<file path="src/rtl/vga_timing_gen.sv">
// Parametrised VGA raster timing generator: pixel-clock divider, H/V counters, syncs and strobes.
// Latency: counters, syncs, video_on and strobes update together on the pixel-tick edge; all registered.
// No backpressure: free-running. Optional VGA_FRAME_CNT_EN adds a 16-bit frame counter output.
`timescale 1ns/1ps

module vga_timing_gen #(
    parameter int   CLK_DIV   = 4,
    parameter int   H_DISPLAY = 640,
    parameter int   H_FRONT   = 16,
    parameter int   H_SYNC    = 96,
    parameter int   H_BACK    = 48,
    parameter int   V_DISPLAY = 480,
    parameter int   V_FRONT   = 10,
    parameter int   V_SYNC    = 2,
    parameter int   V_BACK    = 33,
    parameter logic HSYNC_POL = 1'b0,
    parameter logic VSYNC_POL = 1'b0,
    parameter int   CNT_W     = 10
) (
    input  logic             clk,
    input  logic             reset,
    output logic             p_tick,
    output logic [CNT_W-1:0] pixel_x,
    output logic [CNT_W-1:0] pixel_y,
    output logic             hsync,
    output logic             vsync,
    output logic             video_on,
    output logic             line_start,
`ifdef VGA_FRAME_CNT_EN
    output logic             frame_start,
    output logic [15:0]      frame_cnt
`else
    output logic             frame_start
`endif
);

    localparam int H_TOTAL = H_DISPLAY + H_FRONT + H_SYNC + H_BACK;
    localparam int V_TOTAL = V_DISPLAY + V_FRONT + V_SYNC + V_BACK;
    localparam int DIV_W   = (CLK_DIV > 1) ? $clog2(CLK_DIV) : 1;

    localparam logic [DIV_W-1:0] DIV_LAST = DIV_W'(CLK_DIV - 1);
    localparam logic [CNT_W-1:0] H_LAST   = CNT_W'(H_TOTAL - 1);
    localparam logic [CNT_W-1:0] V_LAST   = CNT_W'(V_TOTAL - 1);
    localparam logic [CNT_W-1:0] H_VIS    = CNT_W'(H_DISPLAY);
    localparam logic [CNT_W-1:0] V_VIS    = CNT_W'(V_DISPLAY);
    localparam logic [CNT_W-1:0] HS_FIRST = CNT_W'(H_DISPLAY + H_FRONT);
    localparam logic [CNT_W-1:0] HS_LAST  = CNT_W'(H_DISPLAY + H_FRONT + H_SYNC - 1);
    localparam logic [CNT_W-1:0] VS_FIRST = CNT_W'(V_DISPLAY + V_FRONT);
    localparam logic [CNT_W-1:0] VS_LAST  = CNT_W'(V_DISPLAY + V_FRONT + V_SYNC - 1);

    logic [DIV_W-1:0] div_q, div_d;
    logic             tick;
    logic             p_tick_q, p_tick_d;
    logic [CNT_W-1:0] x_q, x_d;
    logic [CNT_W-1:0] y_q, y_d;
    logic             hsync_q, hsync_d;
    logic             vsync_q, vsync_d;
    logic             video_on_q, video_on_d;
    logic             line_start_q, line_start_d;
    logic             frame_start_q, frame_start_d;

    // The tick is raised on the edge that loads div=CLK_DIV-1, so the strobe
    // and the counts it advances appear in the same clock cycle.
    always_comb begin
        div_d = (div_q == DIV_LAST) ? '0 : div_q + DIV_W'(1);
        tick  = (div_d == DIV_LAST);
    end

    always_comb begin
        x_d = x_q;
        y_d = y_q;
        if (tick) begin
            if (x_q == H_LAST) begin
                x_d = '0;
                y_d = (y_q == V_LAST) ? '0 : y_q + CNT_W'(1);
            end else begin
                x_d = x_q + CNT_W'(1);
            end
        end
    end

    // Decode from the next counts so syncs and video_on never lag the position.
    always_comb begin
        p_tick_d      = tick;
        hsync_d       = hsync_q;
        vsync_d       = vsync_q;
        video_on_d    = video_on_q;
        line_start_d  = 1'b0;
        frame_start_d = 1'b0;
        if (tick) begin
            hsync_d       = ((x_d >= HS_FIRST) && (x_d <= HS_LAST)) ? HSYNC_POL : ~HSYNC_POL;
            vsync_d       = ((y_d >= VS_FIRST) && (y_d <= VS_LAST)) ? VSYNC_POL : ~VSYNC_POL;
            video_on_d    = (x_d < H_VIS) && (y_d < V_VIS);
            line_start_d  = (x_d == '0);
            frame_start_d = (x_d == '0) && (y_d == '0);
        end
    end

    always_ff @(posedge clk or posedge reset) begin
        if (reset) begin
            div_q         <= '0;
            p_tick_q      <= 1'b0;
            x_q           <= '0;
            y_q           <= '0;
            hsync_q       <= ~HSYNC_POL;
            vsync_q       <= ~VSYNC_POL;
            video_on_q    <= 1'b0;
            line_start_q  <= 1'b0;
            frame_start_q <= 1'b0;
        end else begin
            div_q         <= div_d;
            p_tick_q      <= p_tick_d;
            x_q           <= x_d;
            y_q           <= y_d;
            hsync_q       <= hsync_d;
            vsync_q       <= vsync_d;
            video_on_q    <= video_on_d;
            line_start_q  <= line_start_d;
            frame_start_q <= frame_start_d;
        end
    end

`ifdef VGA_FRAME_CNT_EN
    logic [15:0] frame_cnt_q, frame_cnt_d;

    always_comb begin
        frame_cnt_d = frame_cnt_q;
        if (frame_start_d) begin
            frame_cnt_d = frame_cnt_q + 16'd1;
        end
    end

    always_ff @(posedge clk or posedge reset) begin
        if (reset) begin
            frame_cnt_q <= '0;
        end else begin
            frame_cnt_q <= frame_cnt_d;
        end
    end

    assign frame_cnt = frame_cnt_q;
`endif

    assign p_tick      = p_tick_q;
    assign pixel_x     = x_q;
    assign pixel_y     = y_q;
    assign hsync       = hsync_q;
    assign vsync       = vsync_q;
    assign video_on    = video_on_q;
    assign line_start  = line_start_q;
    assign frame_start = frame_start_q;

endmodule

</file>
<file path="config.mk">
export PLATFORM = sky130hd
export DESIGN_NAME = vga_timing_gen
export DESIGN_NICKNAME = d
export VERILOG_FILES = /design/src/rtl/vga_timing_gen.sv
export SDC_FILE = /design/constraint.sdc
export NUM_CORES = 1
export LEC_CHECK = 0
export CORE_MARGIN = 3
export CORE_UTILIZATION = 53
export CTS_BUF_LIST = sky130_fd_sc_hd__clkbuf_4 sky130_fd_sc_hd__clkbuf_8 sky130_fd_sc_hd__clkbuf_16
export DETAILED_ROUTE_END_ITERATION = 16
export GPL_TIMING_DRIVEN = 0
export PLACE_DENSITY = 0.79
export SYNTH_ARGS = -nofsm -noshare
export SYNTH_HDL_FRONTEND = slang
export SYNTH_SLANG_ARGS = --single-unit
</file>
<file path="constraint.sdc">
create_clock -name clk -period 2.75 [get_ports clk]
set_clock_uncertainty 0.15 [all_clocks]
set_input_delay 0.275 -clock clk [delete_from_list [all_inputs] [get_ports clk]]
set_output_delay 0.275 -clock clk [all_outputs]
set_load 0.01 [all_outputs]
</file>
# Word level (Yosys, flattened, before mapping)
# Cells that the tools add are included.
# Widths: inputs -> output; s select.
[classes]
addsub = 3
order_cmp = 6
n_eq_ne = 4
n_mux = 10
n_reduce_logical = 6
[op_table]
columns = ["cell", "count"]
rows = [
  ["$mux 10", 5],
  ["$add 10x1->10 const B", 2],
  ["$eq 10x10->1 const B", 2],
  ["$logic_not 10->1", 2],
  ["$ge 10x10->1 const B", 1],
  ["$ge 10x9->1 const B", 1],
  ["$le 10x10->1 const B", 1],
  ["$le 10x9->1 const B", 1],
  ["$lt 10x10->1 const B", 1],
  ["$lt 10x9->1 const B", 1],
  ["$eq 2x2->1 const B", 2],
  ["$logic_and 1x1->1", 4],
  ["$mux 1", 4],
  ["$add 2x1->2 const B", 1],
  ["$mux 2", 1],
]
[word_totals]
regBits = 28
input_bits = 2
word_cells = 38

# Depth between registers and ports, before layout
# Gate-level depths: netlist of run 1.
[logic_depth]
ltp_word = 7
mapped_depth = 11
depth_no_buf = 8

# Worst setup path after synthesis of run 1
# OpenSTA, ideal clock, no wires.
[synth_path]
path_type = "register to register"
start = "register y_q[0] (netlist: pixel_y[0])"
end = "register vsync_q (netlist: vsync)"
arrival_ns = 2.119
required_ns = 2.517
path_slack_ns = 0.398
stages_incl_launch_ff = 9
path_buffers = 0
period_less_slack_ns = 2.352
path_cell_list = "dfrtp_1 -> inv_1 -> ha_1 -> nor4b_2 -> or4b_1 -> a21oi_2 -> o21ai_2 -> or2_1 -> o32a_1"
[synth_between]
elab_chain_cells = 7
word_cells_on_any_way = 9
classes_between = "add/sub (1); order compare (2); eq/ne (1); mux (4); reduce/logical (1)"
[synth_rtl]
columns = ["element", "line_no", "rtl"]
rows = [
  ["from (decl)", "55", "logic [CNT_W-1:0] y_q, y_d;"],
  ["from (signal assigned)", "114", "y_q <= y_d;"],
  ["$add 10x1->10 or $eq 10x10->1 (tied branches)", "75", "y_d = (y_q == V_LAST) ? '0 : y_q + CNT_W'(1);"],
  ["$mux 10 *", "75", ""],
  ["$mux 10 *", "73", "if (x_q == H_LAST) begin"],
  ["$mux 10 *", "72", "if (tick) begin"],
  ["via y_d[9]", "55", ""],
  ["$ge 10x9->1 or $le 10x9->1 (tied branches)", "92", "vsync_d = ((y_d >= VS_FIRST) && (y_d <= VS_LAST)) ? VSYNC_POL : ~VSYNC_POL;"],
  ["$logic_and 1x1->1 *", "92", ""],
  ["$mux 1 *", "92", ""],
  ["to (signal assigned)", "106", "vsync_q <= ~VSYNC_POL;"],
  ["to (signal assigned)", "116", "vsync_q <= vsync_d;"],
  ["to (decl)", "57", "logic vsync_q, vsync_d;"],
]
# Mark *: on every way through the listed nets, which the timed path passes. The rest lies on a longest branch.
# A chain may end at the register's enable or synchronous reset.

# Worst setup path after layout of run 1
[layout_path]
start = "register x_q[0] (netlist: pixel_x[0])"
end = "register frame_start_q (netlist: frame_start)"
[layout_between]
elab_chain_cells = 6
word_cells_on_any_way = 10
classes_between = "add/sub (1); eq/ne (1); mux (5); reduce/logical (3)"
[layout_rtl]
columns = ["element", "line_no", "rtl"]
rows = [
  ["from (decl)", "54", "logic [CNT_W-1:0] x_q, x_d;"],
  ["from (signal assigned)", "103", "x_q <= '0;"],
  ["from (signal assigned)", "113", "x_q <= x_d;"],
  ["$eq 10x10->1", "73", ""],
  ["$mux 10", "73", ""],
  ["$mux 10", "72", ""],
  ["via y_d[8]", "55", ""],
  ["$logic_not 10->1", "95", "frame_start_d = (x_d == '0) && (y_d == '0);"],
  ["$logic_and 1x1->1", "95", ""],
  ["$mux 1", "90", "if (tick) begin"],
  ["via frame_start_d", "60", "logic frame_start_q, frame_start_d;"],
  ["to (signal assigned)", "119", "frame_start_q <= frame_start_d;"],
  ["to (decl)", "60", ""],
]
# The timed path passes the listed nets, and every way through them passes these cells.

==> flow_summary_export.csv, run 1 <==
group,metric,value,unit
logic_synthesis,synth.avg_cell_area,9.49,um2
logic_synthesis,synth_mux_area_share,2.52,%
final_layout,nNetsFinal,223,
pwr,vdd_drop_max,184,uV
logic_synthesis,synth-xor-area-share,6.05,%
worst_setup_path,r2r_cells,8,
detailed_routing,via_count,1553,
detailed_routing,via_per_inst,6.00,
floorplan,die_x,63.2,um
run_status,status,"completed",
sta,rsz0062_at_grt,"no",
clock_tree,htreeDepth,1,
logic_synthesis,synth_area_leader_cell,"dfrtp_1",
clock_tree,cts_max_path_buffers,2,
logic_synthesis,synthTopCellsByArea,"dfrtp_1, xnor2_1, ha_1",
pwr,power,0.000697,W
logic_synthesis,ys_ff_latch,28,
logic_synthesis,synthArstFlopShare,100,%
job,cap_violations,0,
final_layout,final_common_cell,"clkdlybuf4s50_1",
final_layout,fin_area,0.00217,mm2
placed_design,io_buffers,27,
logic_synthesis,synth_compound_area_share,13.8,%
floorplan,fp.dieH,63.2,um
worst_setup_path,worstReg2RegStart,"pixel_x[0]",
sta,timing.final.crit_period,2590,ps
clock_tree,insertion_delay,340,ps
worst_setup_path,worstReg2RegEnd,"frame_start",
clock_tree,cts_sinks,28,
pwr,leakagePower,0.928,nW
worst_setup_path,reg2reg_slack,160,ps
worst_setup_path,max_stage_delay,440,ps
logic_synthesis,synthAdderAreaFrac,3.60,%
floorplan,start_util,56.4,%
sta,finalWorstSetupSlack,156,ps
clock_tree,cts_tree,"built",
floorplan,ios,28,
global_route,grt_max_degree,29,
logic_synthesis,postSynthCellCount,183,
logic_synthesis,synth_top_area_share,37.5,%
global_route,grt_use_total,22.5,%
logic_synthesis,yosysWarnings,0,
placed_design,dpl_cell_area,0.00206,mm2
logic_synthesis,synth_top_family_by_area,"simple AND/OR/NAND/NOR gates",
detailed_routing,routed_wl,4320,um
sta,fmax,386,MHz
global_route,first_global_vias,1554,
detailed_routing,first_pass_iters,4,
detailed_routing,route.detailed.drc,0,
logic_synthesis,netlist_area,0.00174,mm2
detailed_routing,routedWlPerCell,16.7,um
worst_hold_path,holdCritPathClass,"in -> async",
worst_setup_path,arrival,2730,ps
placed_design,hpwlAfterDp,3140,um
final_layout,area_growth,24.9,%
worst_setup_path,cp_slowest_cell,"dfrtp_2",
floorplan,dieArea,0.00400,mm2
worst_setup_path,startpoint_type,"flop",
worst_setup_path,end_kind,"flop",
worst_setup_path,required,2890,ps
floorplan,design.core.area,0.00308,mm2
sta,fin_setup_tns,0,ps
logic_synthesis,seq_area_frac_synth,40.5,%
placed_design,gp_congestion,0.959,
sta,slew_headroom,29.4,%
clock_tree,path_clk_slew,150,ps
placed_design,place_ws,12.3,ps
floorplan,num_rows,20,
global_route,grt.overflow.total,0,
sta,hold_viol_final,0,
worst_setup_path,path_class,"reg -> reg",
sta,final-setup-viol-count,0,
worst_setup_path,crit_chain,"ha_1 -> and3_1 -> buf_4 -> nand2_2 -> nor4_4 -> mux2_2 -> nor4_2 -> and4b_1",
sta,tightest_slew,1060,ps
global_route,grt_first_pass_wirelength,7180,um
logic_synthesis,syn-num-nets,190,
clock_tree,cts_buffers,3,
logic_synthesis,ys.flop_type,"dfrtp_1",
pwr,power_density,321,mW/mm2
detailed_routing,antenna_left,0,
sta,slew_viol_final,0,
global_route,antenna_found_initial,0,
sta,finalCritPeriodShare,94.3,%
final_layout,diodes,0,
logic_synthesis,synthDistinctLibCells,53,
final_layout,drive_gt1_share,14.9,%
logic_synthesis,yosys.area_share.simple,27.2,%
detailed_routing,drtIter0Drc,118,
logic_synthesis,synth_edf_count,0,
final_layout,mostFrequentLayoutCells,"clkdlybuf4s50_1, dfrtp_1, nand2_1",
clock_tree,root_buffer,"clkbuf_4",
worst_setup_path,crit_fanout,7,
what timing repair did:
| item | CTS | global route |
|---|---|---|
| endpoints found under the setup margin | 1 | 1 |
| buffers inserted | 0 | 1 |
| endpoints found under the hold margin | 0 | 0 |
| hold buffers | 0 | 0 |
| gates resized for setup | 1 | 9 |
per-stage QoR:
stage / hold WS [ps] / cells / util [%]
finish: 321 / 259 / 70.5
global route: 354 / 259 / 70.5
CTS: 336 / 258 / 68.9
detailed placement: 312 / 254 / 67.0
global placement: 285 / 254 / 67.0
floorplan: 189 / 183 / -
cells in the mapped netlist (2+ instances only):
cell,count
o211ai_1,2
clkbuf_1,2
dfstp_2,2
nand4_1,7
o21ai_0,9
a21o_1,2
a31o_1,2
xnor2_1,8
and4b_1,2
xor2_1,4
nor4_1,3
nor2_1,12
nand2_1,14
a31oi_1,5
nand3_1,12
nand2_2,2
inv_1,9
buf_4,3
buf_6,3
and2_1,3
dfrtp_1,26
nor3b_1,2
and3_1,4
buf_2,2
nor4b_2,2
and4_1,2
nand3b_1,2
or3_1,3
ha_1,5
nor2b_1,2
a21oi_1,3
mux2_2,3
cell type report:
cell class                 count  area [um2]
buffer                        11        83.8
clock buffer                   3        22.5
clock inverter                 1        30.0
fill                         242         908
inverter                       9        33.8
multi-input combinational    135         961
sequential                    28         706
tap                           44        55.1
timing repair buffer          28         278
critical path: cells and delay by family (launching register included):
| kind | cells | cell delay [ps] |
|---|---|---|
| buffers and inverters | 1 | 140 |
| and+or+nand+nor | 5 | 1160 |
| muxes | 1 | 410 |
| DFF | 1 | 440 |
| adders and majority gates | 1 | 230 |
kinds of logic (layout without fill, tap and decap cells):
kind of cell,count (synthesis),after routing
compound gates,35,35
xor+xnor,12,12
fa+ha+maj,5,5
buf+inv,20,52
flops,28,28
mux,4,4
simple gates,79,79
worst max-delay path by stage:
stage | startpoint | end | slack, ps | cells past startpoint
after CTS | div_q[0] | frame_start | 30 | 11
after global placement | pixel_x[1] | frame_start | 60 | 8
final | pixel_x[0] | frame_start | 160 | 8
after detailed placement | pixel_x[1] | frame_start | 10 | 8
after global routing | div_q[0] | frame_start | 30 | 11
after floorplan | pixel_y[0] | vsync | 400 | 8
metal layers:
metal	vias up	share of wire (%)	global-route usage (%)
met5	-	0	0
met4	0	3.4	11.1
met3	15	5.1	3.39
met2	54	51	40.4
met1	759	41	26.0
li1	725	-	-
power breakdown:
group	internal, W	switching, W
Sequential	0.000412	0
Clock	0.000148	0.000128
Combinational	0.00000130	0.00000781
(Power assumes the default switching activity.)
==> run 2, diff against run 1 <==
--- a/config.mk
+++ b/config.mk
@@ -5,12 +5,14 @@
 export SDC_FILE = /design/constraint.sdc
 export NUM_CORES = 1
 export LEC_CHECK = 0
+export ABC_CLOCK_PERIOD_IN_PS = 2750
 export CORE_MARGIN = 3
 export CORE_UTILIZATION = 53
 export CTS_BUF_LIST = sky130_fd_sc_hd__clkbuf_4 sky130_fd_sc_hd__clkbuf_8 sky130_fd_sc_hd__clkbuf_16
 export DETAILED_ROUTE_END_ITERATION = 16
 export GPL_TIMING_DRIVEN = 0
 export PLACE_DENSITY = 0.79
+export SKIP_LAST_GASP = 1
 export SYNTH_ARGS = -nofsm -noshare
 export SYNTH_HDL_FRONTEND = slang
 export SYNTH_SLANG_ARGS = --single-unit
==> flow_summary_export.csv, run 2 (synthesized netlist as in run 1, its figures left out) <==
group,metric,value,unit
sta,timing.final.crit_period,2630,ps
detailed_routing,antenna_left,0,
placed_design,io_buffers,27,
detailed_routing,routed_wl,4290,um
global_route,grt.overflow.total,0,
clock_tree,root_buffer,"clkbuf_4",
pwr,p_clk_share,39.6,%
detailed_routing,routedWlPerCell,16.6,um
final_layout,drive_gt1_share,14.9,%
detailed_routing,first_pass_iters,4,
detailed_routing,drtIter0Drc,83,
floorplan,design.core.area,0.00308,mm2
sta,finalWorstSetupSlack,120,ps
pwr,switching_share,19.6,%
final_layout,mostFrequentLayoutCells,"clkdlybuf4s50_1, dfrtp_1, nand2_1",
sta,finalCritPeriodShare,95.6,%
job,cap_violations,0,
pwr,power.switching,0.000136,W
run_status,status,"completed",
detailed_routing,via_count,1544,
worst_hold_path,holdCritPathClass,"in -> async",
sta,tightest_slew,1060,ps
sta,holdWs,324,ps
worst_setup_path,required,2890,ps
global_route,grt_max_degree,29,
global_route,grt_first_pass_wirelength,7180,um
sta,fmax,380,MHz
global_route,antenna_found_initial,0,
worst_setup_path,end_kind,"flop",
global_route,first_global_vias,1554,
placed_design,hpwlAfterDp,3140,um
worst_setup_path,crit_fanout,7,
pwr,internal_power,0.000561,W
pwr,leakagePower,0.911,nW
floorplan,start_util,56.4,%
clock_tree,cts_max_path_buffers,2,
floorplan,fp.dieH,63.2,um
worst_setup_path,r2r_cells,8,
floorplan,num_rows,20,
placed_design,gp_congestion,0.959,
sta,slew_headroom,29.1,%
clock_tree,path_clk_slew,150,ps
pwr,vdd_drop_max,184,uV
clock_tree,htreeDepth,1,
final_layout,final_common_cell,"clkdlybuf4s50_1",
worst_setup_path,path_class,"reg -> reg",
pwr,power,0.000697,W
global_route,grt_use_total,22.5,%
floorplan,ios,28,
final_layout,area_growth,24.4,%
detailed_routing,route.detailed.drc,0,
sta,hold_viol_final,0,
sta,slew_viol_final,0,
pwr,combPwrFrac,1.3,%
floorplan,dieArea,0.00400,mm2
pwr,power_density,323,mW/mm2
final_layout,diodes,0,
worst_setup_path,arrival,2770,ps
worst_setup_path,reg2reg_slack,120,ps
clock_tree,cts_buffers,3,
worst_setup_path,startpoint_type,"flop",
clock_tree,cts_tree,"built",
detailed_routing,via_per_inst,5.96,
floorplan,die_x,63.2,um
final_layout,nNetsFinal,223,
placed_design,place_ws,12.3,ps
pwr,p_seq_share,59.1,%
worst_setup_path,worstReg2RegEnd,"frame_start",
sta,final-setup-viol-count,0,
clock_tree,insertion_delay,340,ps
worst_setup_path,worstReg2RegStart,"pixel_x[0]",
clock_tree,cts_sinks,28,
sta,rsz0062_at_grt,"yes",
==> run 2: cell counts in the layout (fill, tap and decap cells not counted) <==
Identical to the previous run, type by type.
==> run 2: worst max-delay path by stage <==
stage | start | to | slack [ps] | cells past startpoint
2_1_floorplan | pixel_y[0] | vsync | 400 | 8
3_3_place_gp | pixel_x[1] | frame_start | 60 | 8
3_5_place_dp | pixel_x[1] | frame_start | 10 | 8
4_1_cts | div_q[0] | frame_start | 30 | 11
5_1_grt | pixel_x[0] | frame_start | -3 | 8
6_report | pixel_x[0] | frame_start | 120 | 8
==> run 2: timing repair <==
action	in CTS	in global routing
hold endpoints to repair	0	0
cloned	0	0
setup endpoints to repair	1	1
gates resized for setup	1	8
buffers inserted	0	1
hold buffers	0	0
==> run 2: worst max-delay path: stages, from the launching register on <==
cell and delay, ps:
dfrtp_2 430, ha_1 230, and3_1 160, buf_4 140, nand2_2 120, nor4_2 350, mux2_2 420, nor4_2 330
and4b_1 240
==> run 2: metrics by stage <==
stage | std cells | setup TNS [ps] | util, % | cell area [um2]
2_1_floorplan | 183 | 0 | - | 1740
3_3_place_gp | 254 | 0 | 67.0 | 2060
3_5_place_dp | 254 | 0 | 67.0 | 2060
4_1_cts | 258 | 0 | 68.9 | 2120
5_1_grt | 259 | -2.79 | 70.2 | 2160
6_report | 259 | 0 | 70.2 | 2160
==> run 2: cell type report <==
cell class | instances | area (um2)
buffer | 11 | 83.8
fill | 248 | 917
sequential | 28 | 706
clock inverter | 1 | 30.0
inverter | 9 | 33.8
clock buffer | 3 | 22.5
tap | 44 | 55.1
timing repair buffer | 28 | 278
multi-input combinational | 135 | 952
==> run 2: per-layer routing <==
layer | global-route usage [%] | routed length (um) | up-vias
li1 | - | - | 722
met1 | 26.0 | 1780 | 753
met2 | 40.4 | 2190 | 55
met3 | 3.39 | 192 | 14
met4 | 11.1 | 138 | 0
met5 | 0 | 0 | -
==> run 2: power groups by stage <==
stage               clock network [W]  registers (W)   logic [W]
global placement                    0       0.000420  0.00000935
detailed placement                  0       0.000420  0.00000970
global route                 0.000292       0.000412   0.0000109
CTS                          0.000284       0.000412  0.00000974
floorplan                           0       0.000420  0.00000608
finish                       0.000276       0.000412  0.00000914
